--- config.mk ---
export PLATFORM = sky130hd
export DESIGN_NAME = mul_datapath
export DESIGN_NICKNAME = d
export VERILOG_FILES = /design/src/rtl/mul_datapath.sv
export SDC_FILE = /design/constraint.sdc
export NUM_CORES = 1
export LEC_CHECK = 0
export ABC_CLOCK_PERIOD_IN_PS = 3000
export CAP_MARGIN = 20
export CORE_MARGIN = 1.5
export CORE_UTILIZATION = 35
export DETAILED_ROUTE_END_ITERATION = 7
export DONT_BUFFER_PORTS = 1
export PLACE_DENSITY_LB_ADDON = 0.15
export SLEW_MARGIN = 20
export SYNTH_ARGS = -nofsm -noshare
export SYNTH_HDL_FRONTEND = slang
export SYNTH_SLANG_ARGS = --single-unit
--- constraint.sdc ---
create_clock -name clk -period 3 [get_ports clk]
set_input_delay 0.9 -clock clk [delete_from_list [all_inputs] [get_ports clk]]
set_output_delay 0.9 -clock clk [all_outputs]
set_load 0.01 [all_outputs]
--- src/rtl/mul_datapath.sv ---
// Shift-free repeated-addition multiplier datapath: A operand, B down-counter,
// P accumulator with sticky carry-out flag and saturating accumulate count.
//
// Ports:
//   clk, rst_n        clock, synchronous active-low reset
//   data_in [W-1:0]   shared operand bus for A and B
//   LdA, LdB          load A / B from data_in (LdB beats decB)
//   LdP               accumulate P <= P + A, guarded by B != 0
//   clrP              clear P, ovf, iter_cnt (beats LdP)
//   decB              decrement B, holding at zero
//   eqz               B == 0, combinational
//   product [2W-1:0]  register P
//   ovf               sticky carry out of P
//   iter_cnt [W-1:0]  accumulates since clrP, saturating
module mul_datapath #(
  parameter int W = 16
) (
  input  logic           clk,
  input  logic           rst_n,
  input  logic [W-1:0]   data_in,
  input  logic           LdA,
  input  logic           LdB,
  input  logic           LdP,
  input  logic           clrP,
  input  logic           decB,
  output logic           eqz,
  output logic [2*W-1:0] product,
  output logic           ovf,
  output logic [W-1:0]   iter_cnt
);

  logic [W-1:0]   a;
  logic [W-1:0]   b;
  logic [2*W-1:0] p;
  logic [2*W:0]   sum;
  logic           acc;

  assign eqz     = (b == '0);
  assign product = p;

  // The B != 0 guard drops the controller's last LdP cycle, so the
  // number of additions equals the loaded B exactly.
  assign acc = LdP & ~clrP & ~eqz;
  assign sum = {1'b0, p} + {{(W+1){1'b0}}, a};

  always_ff @(posedge clk) begin
    if (!rst_n) begin
      a        <= '0;
      b        <= '0;
      p        <= '0;
      ovf      <= 1'b0;
      iter_cnt <= '0;
    end else begin
      if (LdA)
        a <= data_in;

      if (LdB)
        b <= data_in;
      else if (decB && !eqz)
        b <= b - 1'b1;

      if (clrP) begin
        p        <= '0;
        ovf      <= 1'b0;
        iter_cnt <= '0;
      end else if (acc) begin
        p <= sum[2*W-1:0];
        if (sum[2*W])
          ovf <= 1'b1;
        if (iter_cnt != '1)
          iter_cnt <= iter_cnt + 1'b1;
      end
    end
  end

endmodule

# Yosys cells after proc, flatten, opt, wreduce, memory -nomap -nowiden

Cells that the tools add are included.
Widths: inputs -> output; s select.

Bits in registers: 81
Input port bits: 23
Output and inout bits: 50

$add $sub $neg: 3
Equality and inequality tests: 1
Muxes and demuxes: 2
Bitwise gates (word level): 5
Reduce and logical (&&, ||, !) cells: 7

Operators by type and width:

| kind                  | count |
|---|---|
| $add 32x16->33        | 1 |
| $mux 16               | 2 |
| $add 16x1->16 const B | 1 |
| $logic_not 16->1      | 1 |
| $ne 16x16->1 const B  | 1 |
| $sub 16x1->16 const B | 1 |
| $reduce_and 2->1      | 2 |
| $not 1->1             | 3 |
| $and 1x1->1           | 2 |
| $reduce_bool 2->1     | 1 |
| $reduce_or 2->1       | 1 |
| $logic_and 1x1->1     | 1 |
| $logic_not 1->1       | 1 |

# Depth between registers and ports, before layout

Word-level depth: 5
Gate-level depth with buffers: 10

# Worst setup path before layout

No wires, ideal clock.

Path kind: register to register
Start: reg p[0] (netlist: product[0])
End: reg p[22] (netlist: product[22])
Library setup time: 72 ps
Arrival time: 2308 ps
Path slack: 620 ps
Cell stages (with the launch flop): 9
Path buffers: 0
Cell sequence: dfxtp_1 -> ha_1 -> fa_1 -> a21o_1 -> a221o_1 -> a221o_1 -> o21ai_2 -> a21o_1 -> mux2i_1

Word-level cells in the longest chain between the ends: 1

Ends and longest elaborated chain:

| what                     | RTL line | text |
|---|---|---|
| start: declaration       | 34       | `logic [2*W-1:0] p;` |
| start signal: assignment | 67       | `p <= sum[2*W-1:0];` |
| $add 32x16->33           | 44       | `assign sum = {1'b0, p} + {{(W+1){1'b0}}, a};` |

Every way passes these cells.
A chain may end at the register's enable or synchronous reset.

# Final worst setup path

Start: reg b[10]
End: out eqz

Word-level cells in the longest chain between the ends: 1

Ends and longest elaborated chain:

| what                     | RTL line | text |
|---|---|---|
| start: declaration       | 33       | `logic [W-1:0] b;` |
| start signal: assignment | 58       | `b <= data_in;` |
| start signal: assignment | 60       | `b <= b - 1'b1;` |
| $logic_not 16->1         | 38       | `assign eqz = (b == '0);` |
| end: declaration         | 26       | `output logic eqz,` |

Every way passes these cells.

==> reports/qor.csv <==
metric;value;unit
status;complete, no violations;
Mean Syn Cell Area;8.48;um2
Post-Syn Nets;585;
largest family of logic cells by synthesized area;simple AND/OR/NAND/NOR gates;
Critical-path top delay cell;nor4b_2;
1st-iter DRT viols;191;
Post-Route Skew;7.25;ps
Hold Violations, Final;0;
die width;118;um
CTS Hold Bufs;0;
Syn Inst Count;542;
CP endpoint kind;output port;
Worst Setup EP;eqz;
total number of vias;3855;
DR pass1 iterations;4;
Die Span Y;118;um
Post-synth EDFFs;0;
number of synthesized register bits;81;
clk root buf;clkbuf_16;
CTS tree;yes;
vias in the first global route;3620;
R2R Path End;product[22];
gpl congestion;0.812;
total power;2.49;mW
Final ANT Viol Nets;0;
P per Cell Area;495;nW/um2
Setup Buffers After CTS;0;
RSZ-0062 raised after global routing;false;
Critical Path Stages;3;
Area Overhead vs Synth;9.33;%
worst r2r path cells;8;
met3 global-route usage;5.04;%
Worst path top cell family by delay;simple AND/OR/NAND/NOR gates;
Area contributors post-synth;dfxtp_1 (35%), xnor2_1 (5.3%), ha_1 (5.2%);
Fillers;1339;
Achievable Freq;358;MHz
CTS resizes;0;
PnR worst setup slack;210;ps
CP Launch Point;b[10];
Post-synth top cells;dfxtp_1 (81), nand2_1 (58), a21oi_1 (37);
final global-route overflow total;0;
max-cap violations;0;
grt met1 use;24.7;%
TritonCTS Buffers;9;
drt drc;0;
vias per inst;5.42;
critical path type;register to output port;
worst endpoint required time;2100;ps
nets@finish;577;
post-synth top area cell;dfxtp_1;
arrival time worst endpoint;1890;ps
actual slew at the worst max-slew pin;737;ps
Final Cycle Share;93.0;%
largest net degree at the start of global routing;36;
per-cell routed wire length;16.4;um
Synth top area share;35.3;%
Post-Syn Area;4600;um2
mux cell area share after synthesis;4.82;%
Synth Area in Adders;5.61;%
Core Region;12700;um2
Synth cell types;57;
Ys Warns;0;
Storage cell area;1620;um2
Most Crowded Layer GR;met2;
critical path cell sequence;nor4_2 -> nand4_1 -> nor4b_2;
H-tree depth;3;
Max Buffers Root-to-Sink;2;
first-pass GRT wire length;19.7;mm
DP HPWL;8.53;mm
die area;13800;um2
later-pin clock latency in the skew report;340;ps
Multi-input gate area;2830;um2
placement row count;41;
CTS clock-pin slew for the worst setup and hold paths;60;ps
most common cell in the netlist;dfxtp_1;
final wirelength;11.7;mm
initial antenna violation count;0;
CP Max Fanout;4;
crit-path max cell delay;570;ps
top_reg_cell synth;dfxtp_1;
IO Count;73;
antenna cells;0;
I/O Buffers;0;
Sum Neg Setup Slack;0;ps
Max IR drop VDD;0.000305;V
Startpoint Class;register;
final slew viol count;0;
met2 Use GR;25.8;%
fraction of final layout cells sized beyond drive strength 1;7.05;%
endpoints failing setup;0;
post-synthesis simple-gate area fraction;26.5;%
Buf/Inv on CP;0;
Post-Synth XOR/XNOR Area;6.67;%
gr usage total;17.6;%
Critical R2R Launch;product[0];
sequential-to-total area share from yosys stat;35.3;%
Starting Density;36.1;%
DP Worst Slack;411;ps
Slew HR;50.9;%
clock sink count;81;
FF-to-FF setup slack;400;ps
Min-Delay Path Class;register to register;
P_leak;1.82;nW
Tmin final;2790;ps
Post-synth ARST share;0;%
Compound-Gate Fraction of Synth Area;17.8;%
where the power goes:
group | internal [mW] | switching (mW)
combinational | 0.105 | 0.143
clock | 0.665 | 0.425
sequential | 1.11 | 0.0370
total | 1.88 | 0.605
through the flow:
stage	instances	hold WS [ps]	util, %	cell area [um2]
finish	711	519	39.5	5030
global route	711	544	39.5	5030
CTS	711	525	39.5	5020
floorplan	542	490	-	4600
detailed placement	695	517	37.2	4730
global placement	695	514	37.2	4730
layout by cell type, fill, tap and decap left out, drive strengths merged, types with 3 or more instances in the layout:
cell type	count
o21a	4
a21oi	38
nand2	58
o21ai	33
and3	7
nand4	12
and2	7
a211o	3
o211a	3
nor2	36
a21o	11
nor3	12
mux2i	21
or3	6
and4	3
a31oi	6
nor4	12
buf	5
nand2b	8
inv	6
clkbuf	13
xnor2	28
nand3b	3
or4	6
ha	19
xor2	7
o31ai	3
a31o	3
a211oi	5
dfxtp	81
o211ai	4
nor2b	20
nand3	32
final cells by class:
cell class / instances / area share, %
clock buffer: 13 / 4.98
clock inverter: 3 / 0.796
inverter: 6 / 0.448
multi-input combinational: 431 / 56.2
sequential: 81 / 32.3
tap: 172 / 4.28
timing repair buffer: 5 / 0.996
worst reg2reg max path: stages (launching register included):
cell and delay (ps):
dfxtp_1 350, ha_1 220, fa_1 420, a21o_1 220, a221o_1 370, a221o_1 390, o21ai_2 250, a21o_1 160
mux2i_1 160
sequential cells by signal, indices dropped and copies added (netlist names):
name	count
iter_cnt	16
ovf	1
b	16
a	16
product	32
logic make-up (layout without fill, tap and decap cells):
group,Yosys count,after routing
muxes,22,22
AOI/OAI and AO/OA,125,125
xor gates and xnor gates,35,35
and+or+nand+nor,229,229
buffers and inverters,30,27
DFF,81,81
adders and majority gates,20,20
worst min-delay path by stage:
stage,start,end,cells after the start
after CTS,product[0],product[0],2
after floorplan,a[0],a[0],2
after global routing,a[0],a[0],2
after global placement,product[0],product[0],2
final,product[0],product[0],2
after detailed placement,product[0],product[0],2
layer usage:
| layer | wire length (um) | vias up | share of wire [%] |
|---|---|---|---|
| li1 | - | 1960 | - |
| met3 | 719 | 13 | 6.2 |
| met1 | 5790 | 1798 | 50 |
| met5 | 0 | - | 0 |
| met4 | 157 | 0 | 1.3 |
| met2 | 5010 | 84 | 43 |
Power figures use the tool's default switching activity.
